===== config.mk =====
export PLATFORM = sky130hd
export DESIGN_NAME = pipe_ctrl_sched
export DESIGN_NICKNAME = d
export VERILOG_FILES = /design/src/rtl/pipe_pkg.sv /design/src/rtl/pipe_ctrl_sched_fwd_unit.sv /design/src/rtl/pipe_ctrl_sched.sv
export SDC_FILE = /design/constraint.sdc
export NUM_CORES = 1
export LEC_CHECK = 0
export ABC_AREA = 1
export CAP_MARGIN = 20
export CORE_AREA = 4 4 81 113
export DETAILED_ROUTE_END_ITERATION = 16
export DIE_AREA = 0 0 85 117
export PLACE_DENSITY = 0.71
export SLEW_MARGIN = 5
export SYNTH_ARGS = -nofsm -noshare
export SYNTH_HDL_FRONTEND = slang
export SYNTH_SLANG_ARGS = --single-unit

===== constraint.sdc =====
create_clock -name clk -period 2.5 [get_ports clk]
set_clock_uncertainty 0.2 [all_clocks]
set_input_delay 0.25 -clock clk [delete_from_list [all_inputs] [get_ports clk]]
set_output_delay 0.25 -clock clk [all_outputs]
set_load 0.005 [all_outputs]

===== src/rtl/pipe_pkg.sv =====
// Shared definitions for the pipeline control scheduler: bundle widths, field
// positions inside each control bundle, forwarding select codes and stage records.
package pipe_pkg;

    localparam int WB_W  = 2;
    localparam int M_W   = 3;
    localparam int EX_W  = 5;
    localparam int REG_W = 5;

    localparam int WB_REGWRITE = 1;
    localparam int WB_MEMTOREG = 0;
    localparam int M_MEMWRITE  = 2;
    localparam int M_MEMREAD   = 1;
    localparam int M_BRANCH    = 0;
    localparam int EX_ALUSRC   = 4;
    localparam int EX_ALUOP_HI = 3;
    localparam int EX_ALUOP_LO = 1;
    localparam int EX_REGDST   = 0;

    localparam logic [1:0] FWD_REG   = 2'b00;
    localparam logic [1:0] FWD_MEMWB = 2'b01;
    localparam logic [1:0] FWD_EXMEM = 2'b10;

    typedef struct packed {
        logic [WB_W-1:0]  wb;
        logic [M_W-1:0]   m;
        logic [EX_W-1:0]  ex;
        logic [REG_W-1:0] rt;
        logic [REG_W-1:0] rd;
    } idex_t;

    typedef struct packed {
        logic [WB_W-1:0]  wb;
        logic [M_W-1:0]   m;
        logic [REG_W-1:0] dest;
    } exmem_t;

    typedef struct packed {
        logic [WB_W-1:0]  wb;
        logic [REG_W-1:0] dest;
    } memwb_t;

    // A producer only matters if it writes a real register (not $0) equal to src.
    function automatic logic reg_hit(input logic             regwrite,
                                     input logic [REG_W-1:0] dest,
                                     input logic [REG_W-1:0] src);
        return regwrite && (dest != {REG_W{1'b0}}) && (dest == src);
    endfunction

    function automatic logic [1:0] fwd_pick(input logic [REG_W-1:0] src,
                                            input logic             exmem_rw,
                                            input logic [REG_W-1:0] exmem_dest,
                                            input logic             memwb_rw,
                                            input logic [REG_W-1:0] memwb_dest);
        logic [1:0] sel;
        if (reg_hit(exmem_rw, exmem_dest, src)) begin
            sel = FWD_EXMEM;
        end else if (reg_hit(memwb_rw, memwb_dest, src)) begin
            sel = FWD_MEMWB;
        end else begin
            sel = FWD_REG;
        end
        return sel;
    endfunction

endpackage


===== src/rtl/pipe_ctrl_sched_fwd_unit.sv =====
// ALU operand forwarding selects for the instruction in EX; the younger
// producer (EX/MEM) wins over MEM/WB. Only built when FORWARD_EN is defined.
`ifdef FORWARD_EN
module fwd_unit
    import pipe_pkg::*;
(
    input  logic [REG_W-1:0] idex_rs,
    input  logic [REG_W-1:0] idex_rt,
    input  logic             exmem_regwrite,
    input  logic [REG_W-1:0] exmem_dest,
    input  logic             memwb_regwrite,
    input  logic [REG_W-1:0] memwb_dest,
    output logic [1:0]       fwd_a,
    output logic [1:0]       fwd_b
);

    // Operand A follows rs, operand B follows rt, same priority rule for both.
    always_comb begin
        fwd_a = fwd_pick(idex_rs, exmem_regwrite, exmem_dest, memwb_regwrite, memwb_dest);
        fwd_b = fwd_pick(idex_rt, exmem_regwrite, exmem_dest, memwb_regwrite, memwb_dest);
    end

endmodule
`endif


===== src/rtl/pipe_ctrl_sched.sv =====
// Control-bundle sequencer for the 5-stage MIPS pipeline: hazard stalls, branch
// flush, forwarding selects and saturating stall/flush counters. FORWARD_EN enables forwarding.
module pipe_ctrl_sched
    import pipe_pkg::*;
#(
    parameter int CNT_W = 16
) (
    input  logic             clk,
    input  logic             reset,
    input  logic [WB_W-1:0]  id_wb,
    input  logic [M_W-1:0]   id_m,
    input  logic [EX_W-1:0]  id_ex,
    input  logic [REG_W-1:0] id_rs,
    input  logic [REG_W-1:0] id_rt,
    input  logic [REG_W-1:0] id_rd,
    input  logic             mem_zero,
    output logic             pc_write,
    output logic             ifid_write,
    output logic             ifid_flush,
    output logic             pc_src,
    output logic [EX_W-1:0]  ex_ctrl,
    output logic [M_W-1:0]   mem_ctrl,
    output logic [WB_W-1:0]  wb_ctrl,
    output logic [REG_W-1:0] ex_dest,
    output logic [REG_W-1:0] mem_dest,
    output logic [REG_W-1:0] wb_dest,
    output logic [1:0]       fwd_a,
    output logic [1:0]       fwd_b,
    output logic [CNT_W-1:0] stall_cnt,
    output logic [CNT_W-1:0] flush_cnt
);

    localparam logic [CNT_W-1:0] CNT_ONE = {{(CNT_W-1){1'b0}}, 1'b1};
    localparam logic [CNT_W-1:0] CNT_MAX = {CNT_W{1'b1}};

    idex_t            idex_q,  idex_d;
    exmem_t           exmem_q, exmem_d;
    memwb_t           memwb_q, memwb_d;
    logic [CNT_W-1:0] stall_cnt_q, stall_cnt_d;
    logic [CNT_W-1:0] flush_cnt_q, flush_cnt_d;

    logic [REG_W-1:0] ex_dest_s;
    logic             idex_hit_s;
    logic             stall_s;
    logic             br_taken_s;

    assign ex_dest_s = idex_q.ex[EX_REGDST] ? idex_q.rd : idex_q.rt;

    // Hazard detection against the older instructions still ahead of ID.
    always_comb begin
        idex_hit_s = reg_hit(idex_q.wb[WB_REGWRITE], ex_dest_s, id_rs)
                   | reg_hit(idex_q.wb[WB_REGWRITE], ex_dest_s, id_rt);
`ifdef FORWARD_EN
        stall_s    = idex_q.m[M_MEMREAD] & idex_hit_s;
`else
        stall_s    = idex_hit_s
                   | reg_hit(exmem_q.wb[WB_REGWRITE], exmem_q.dest, id_rs)
                   | reg_hit(exmem_q.wb[WB_REGWRITE], exmem_q.dest, id_rt);
`endif
        br_taken_s = exmem_q.m[M_BRANCH] & mem_zero;
    end

    // Front-end enables: a taken branch overrides any stall so the target is fetched.
    always_comb begin
        if (br_taken_s) begin
            pc_write   = 1'b1;
            ifid_write = 1'b1;
        end else begin
            pc_write   = ~stall_s;
            ifid_write = ~stall_s;
        end
        ifid_flush = br_taken_s;
        pc_src     = br_taken_s;
    end

    // Next-state of the pipeline registers and saturating event counters.
    always_comb begin
        idex_d      = '0;
        exmem_d     = '0;
        memwb_d     = '0;
        stall_cnt_d = stall_cnt_q;
        flush_cnt_d = flush_cnt_q;

        if (br_taken_s || stall_s) begin
            idex_d = '0;
        end else begin
            idex_d.wb = id_wb;
            idex_d.m  = id_m;
            idex_d.ex = id_ex;
            idex_d.rt = id_rt;
            idex_d.rd = id_rd;
        end

        if (br_taken_s) begin
            exmem_d = '0;
        end else begin
            exmem_d.wb   = idex_q.wb;
            exmem_d.m    = idex_q.m;
            exmem_d.dest = ex_dest_s;
        end

        memwb_d.wb   = exmem_q.wb;
        memwb_d.dest = exmem_q.dest;

        // A stall that coincides with a flush is absorbed by the flush.
        if (br_taken_s) begin
            if (flush_cnt_q != CNT_MAX) begin
                flush_cnt_d = flush_cnt_q + CNT_ONE;
            end else begin
                flush_cnt_d = flush_cnt_q;
            end
        end else if (stall_s) begin
            if (stall_cnt_q != CNT_MAX) begin
                stall_cnt_d = stall_cnt_q + CNT_ONE;
            end else begin
                stall_cnt_d = stall_cnt_q;
            end
        end else begin
            stall_cnt_d = stall_cnt_q;
            flush_cnt_d = flush_cnt_q;
        end
    end

    // Pipeline and counter registers.
    always_ff @(posedge clk or posedge reset) begin
        if (reset) begin
            idex_q      <= '0;
            exmem_q     <= '0;
            memwb_q     <= '0;
            stall_cnt_q <= '0;
            flush_cnt_q <= '0;
        end else begin
            idex_q      <= idex_d;
            exmem_q     <= exmem_d;
            memwb_q     <= memwb_d;
            stall_cnt_q <= stall_cnt_d;
            flush_cnt_q <= flush_cnt_d;
        end
    end

`ifdef FORWARD_EN
    logic [REG_W-1:0] idex_rs_q, idex_rs_d;

    // rs is only needed in EX by the forwarding unit; bubbles carry rs=0.
    always_comb begin
        if (br_taken_s || stall_s) begin
            idex_rs_d = {REG_W{1'b0}};
        end else begin
            idex_rs_d = id_rs;
        end
    end

    // ID/EX rs register.
    always_ff @(posedge clk or posedge reset) begin
        if (reset) begin
            idex_rs_q <= {REG_W{1'b0}};
        end else begin
            idex_rs_q <= idex_rs_d;
        end
    end

    fwd_unit u_fwd_unit (
        .idex_rs        (idex_rs_q),
        .idex_rt        (idex_q.rt),
        .exmem_regwrite (exmem_q.wb[WB_REGWRITE]),
        .exmem_dest     (exmem_q.dest),
        .memwb_regwrite (memwb_q.wb[WB_REGWRITE]),
        .memwb_dest     (memwb_q.dest),
        .fwd_a          (fwd_a),
        .fwd_b          (fwd_b)
    );
`else
    assign fwd_a = FWD_REG;
    assign fwd_b = FWD_REG;
`endif

    assign ex_ctrl   = idex_q.ex;
    assign mem_ctrl  = exmem_q.m;
    assign wb_ctrl   = memwb_q.wb;
    assign ex_dest   = ex_dest_s;
    assign mem_dest  = exmem_q.dest;
    assign wb_dest   = memwb_q.dest;
    assign stall_cnt = stall_cnt_q;
    assign flush_cnt = flush_cnt_q;

endmodule

* Word-level counts from Yosys, hierarchy flattened
Cells that the tools add are included.
Widths: inputs -> output; s select.
** Word-level totals
- Register bits :: 69
- Input port bits :: 28
- Output and inout port bits :: 65
- Word-level logic and storage cells :: 41
** Cells by class
- Add/subtract/negate cells :: 2
- Equality and inequality tests :: 6
- Mux-type cells :: 4
- Bitwise operators :: 6
- Reductions and logical operators :: 11
** Operator list (count)
- $add 16x1->16 const B :: 2
- $ne 16x16->1 const B :: 2
- $eq 5x5->1 :: 4
- $mux 20 :: 1
- $mux 10 :: 1
- $reduce_bool 5->1 :: 2
- $logic_and 1x1->1 :: 6
- $mux 5 :: 1
- $or 1x1->1 :: 3
- $reduce_and 3->1 :: 1
- $not 1->1 :: 2
- $reduce_and 2->1 :: 1
- $and 1x1->1 :: 1
- $logic_or 1x1->1 :: 1
- $mux 1 :: 1

* Logic depth before layout (Yosys ltp)
- Depth after elaboration :: 9
- Depth in mapped cells :: 15
- Gate-level depth less buffers :: 13

* Worst setup path after synthesis
OpenSTA, ideal clock, no wires.
- Path type :: reg-to-output
- Start point :: register idex_q, in the netlist ex_ctrl[0]
- End point :: output port pc_write
- Arrival :: 1.607 ns
- Data required time :: 2.050 ns
- Setup slack :: 0.443 ns
- Stages on the path, launching flop included :: 13
- Buffers on the path :: 3
- Path through :: dfrtp_1 buf_6 inv_4 nand2_2 nand2_2 xor2_1 nand3_1 nand2_1 nand2_2 nand2_4 buf_2 nand2_1 buf_4
** Between the ends
- Longest elaborated chain between the ends :: 9
- Elaborated cells between the ends (all ways) :: 12
** Ends and longest elaborated chain
- start, declared :: RTL line pipe_ctrl_sched.sv:36 : idex_t idex_q, idex_d;
- start signal, assigned :: RTL line pipe_ctrl_sched.sv:133 : idex_q <= idex_d;
- $mux 5 * :: RTL line pipe_ctrl_sched.sv:47 : assign ex_dest_s = idex_q.ex[EX_REGDST] ? idex_q.rd : idex_q.rt;
- net ex_dest[4] :: RTL line pipe_ctrl_sched.sv:24 : output logic [REG_W-1:0] ex_dest,
- $reduce_bool 5->1 :: RTL line pipe_pkg.sv:47 : return regwrite && (dest != {REG_W{1'b0}}) && (dest == src);
- $logic_and 1x1->1 (2 in series) :: RTL line pipe_pkg.sv:47
- $or 1x1->1 * :: RTL line pipe_ctrl_sched.sv:52 : | reg_hit(idex_q.wb[WB_REGWRITE], ex_dest_s, id_rt);
- $or 1x1->1 * :: RTL line pipe_ctrl_sched.sv:57 : | reg_hit(exmem_q.wb[WB_REGWRITE], exmem_q.dest, id_rs)
- $or 1x1->1 * :: RTL line pipe_ctrl_sched.sv:58 : | reg_hit(exmem_q.wb[WB_REGWRITE], exmem_q.dest, id_rt);
- $not 1->1 *
- $mux 1 *
- end, declared :: RTL line pipe_ctrl_sched.sv:17 : output logic pc_write,
Mark *: on every way through the listed nets, which the timed path passes. The rest lies on a longest branch.

* Worst setup path after layout
- Start point :: register idex_q, in the netlist ex_ctrl[0]
- End point :: output port pc_write
** Between the ends
- Longest elaborated chain between the ends :: 9
- Elaborated cells between the ends (all ways) :: 12
** Ends and longest elaborated chain
- $mux 5 * :: RTL line pipe_ctrl_sched.sv:47
- $reduce_bool 5->1 :: RTL line pipe_pkg.sv:47
- $logic_and 1x1->1 (2 in series) :: RTL line pipe_pkg.sv:47
- $or 1x1->1 * :: RTL line pipe_ctrl_sched.sv:52
- $or 1x1->1 * :: RTL line pipe_ctrl_sched.sv:57
- $or 1x1->1 * :: RTL line pipe_ctrl_sched.sv:58
- $not 1->1 * :: RTL line pipe_ctrl_sched.sv:69 : pc_write = ~stall_s;
- $mux 1 * :: RTL line pipe_ctrl_sched.sv:65 : if (br_taken_s) begin
Every way passes the cells marked *; elsewhere a longest branch is shown, timed or not.

==> results_dict.tcl <==
set metrics [dict create \
    grt_pass1_wl_microns 14300 \
    cp_data_arrival_time_ns 1.82 \
    clock_path_buffers 2 \
    synthDistinctLibCells 29 \
    drc 0 \
    finalSetupViolations 0 \
    fmax_mhz 440 \
    syn_inst 426 \
    synth_common_cells "nand2_1 (102), dfrtp_1 (69), inv_1 (54)" \
    startpoint "ex_ctrl[0]$_DFF_PP0_" \
    yosys-top-cells-area "dfrtp_1 (49%), nand2_1 (11%), inv_1 (5.7%)" \
    synth-async-reset-ratio_pct 100 \
    grt_antenna_before_repair 0 \
    routed_wirelength_microns 8280 \
    synth_top_cell_by_area "dfrtp_1" \
    drive_gt1_share_pct 9.98 \
    port-buffer-count 88 \
    root_buffer "clkbuf_16" \
    outcome "finished, final reports clean" \
    yosysTopAreaCellShare_pct 48.5 \
    synth.yosys.warnings 0 \
    power_w 0.00330 \
    reg2reg_from "ex_ctrl[0]$_DFF_PP0_" \
    crit_type "flip-flop to primary output" \
    cts.reportedPaths.clkPinSlew_ns 0.06 \
    final_cell_area_sq_um 4760 \
    grt_use_total_pct 18.0 \
    vdd_ir_drop_max_v 0.000587 \
    cts_tree "done" \
    clock_latency_ns 0.33 \
    initial_core_util_pct 43.7 \
    drtAntennaViolNets 0 \
    dp_worst_setup_slack_ns -0.0366 \
    powerDensity_nw_per_um2 693 \
    synth_ff_type "dfrtp_1" \
    synth-edff-count 0 \
    place_area_sq_um 4450 \
    die_h_microns 117 \
    ys_ff_latch 69 \
    num_rows 39 \
    vias 2941 \
    post-route-min-period_ns 2.27 \
    r2r_slack_ns 0.25 \
    die_area_sq_um 9950 \
    hold_slack_ns 0.119 \
    wl_per_cell_microns 13.5 \
    grt_pass1_vias 2968 \
    coreArea_sq_um 8150 \
    cts_num_sinks 69 \
    synth_area_sq_um 3560 \
    critPathMaxFanout 6 \
    first_pass_iters 4 \
    total_leakage_power_nw 2.35 \
    htreeDepth 3 \
    ioPinCount 93 \
    synth_area_per_cell_sq_um 8.35 \
    via_per_inst 4.80 \
    die_x_microns 85 \
    antenna_cells 0 \
    period_share_pct 90.8 \
    dr.first_iter.drc_count 157 \
    cts_buffers 9 \
    grt_overflow_total 0 \
    finalMaxSlewViolations 0 \
    gp_congestion 0.873 \
    fin_nets 537 \
    cap_violations 0 \
    hold_buffers 0 \
    start_kind "flip-flop" \
    cp.required_ns 2.05 \
    syn2layout_area_growth_pct 33.7 \
    synth_seq_area_share_pct 48.5 \
    grt_max_degree 70 \
    synth_most_common_cell "nand2_1" \
    dpl.hpwl_microns 6020 \
    rsz0062_at_grt "false" \
    holdCritPathClass "primary input to asynchronous set/reset pin" \
    final_util_pct 58.4 \
    end_kind "primary output" \
    hold_viol 0 \
    fin_ws_ns 0.229 \
]
## logic make-up after synthesis
| group | count (synthesis) | share of synthesized area [%] |
|---|---|---|
| xor+xnor | 34 | 8.37 |
| simple gates | 222 | 28.7 |
| compound gates | 13 | 1.83 |
| other cells | 1 | 0.105 |
| buf+inv | 85 | 11.8 |
| flops | 69 | 48.5 |
| fa+ha+maj | 2 | 0.703 |
## timing repair
item,CTS,global route
gates cloned,0,0
endpoints found under the setup margin,2,18
setup buffers,1,0
gates resized for setup,7,16
pin swaps,0,5
## worst max-delay path, stage by stage (launching register included)
cell and delay [ns]:
dfrtp_2 0.46, buf_6 0.15, nand2_1 0.07, nand2_2 0.08, nand2_1 0.06, nand2_1 0.07, nor2_1 0.12, nand3_1 0.11
nand2_2 0.08, nand2_2 0.06, nand2_4 0.06, nand2_2 0.06, clkbuf_2 0.12
## placed cells by master, fill, tap and decap left out, types with 11 or more instances in the layout
cell type / n
clkdlybuf4s50_1: 86
dfrtp_1: 68
inv_1: 53
nand2_1: 97
nand2_2: 11
nand3_1: 27
nand4_1: 22
nor2_1: 43
xnor2_1: 14
xor2_1: 20
## per-stage QoR
stage                     TNS [ns]  instances
final                            0        613
after floorplan                  0        429
after CTS                        0        613
after detailed placement   -0.0614        597
after global routing             0        613
after global placement     -0.0301        597
## where the power goes
| part | internal [W] | total (W) | switching, W |
|---|---|---|---|
| combinational | 0.000419 | 0.000771 | 0.000351 |
| sequential | 0.00126 | 0.00141 | 0.000144 |
| clock | 0.000689 | 0.00112 | 0.000431 |
## area by class of cell
| class | count | area, sq um |
|---|---|---|
| clock buffer | 13 | 250 |
| clock inverter | 2 | 10.0 |
| fill | 734 | 3390 |
| inverter | 55 | 211 |
| multi-input combinational | 275 | 1460 |
| sequential | 69 | 1730 |
| tap | 102 | 128 |
| timing repair buffer | 97 | 967 |
## registers in the layout, summed over array words and instances (netlist names)
signal,count
stall_cnt,16
wb_dest,5
mem_ctrl,3
wb_ctrl,2
idex_q,15
flush_cnt,16
mem_dest,5
ex_ctrl,5
exmem_q,2
## layer usage
metal,GRT usage (%),vias up,part of all wire [%]
li1,-,1466,-
met2,31.4,60,53
met3,3.15,12,3.8
met1,22.2,1403,42
met5,0,-,0
met4,7.39,0,1.7
## path summary, 6_finish.rpt
path / endpoint / cells after the start
worst max register to register: stall_cnt[15]$_DFFE_PP0P_ / 14
worst max-delay path: pc_write / 12
max in group asynchronous: ex_ctrl[0]$_DFF_PP0_ / 3
worst min register to register: wb_ctrl[0]$_DFF_PP0_ / 0
worst min-delay path: flush_cnt[13]$_DFFE_PP0P_ / 3
min in group clk: wb_ctrl[0]$_DFF_PP0_ / 0
Note: power is estimated with default switching activity, not from simulation.
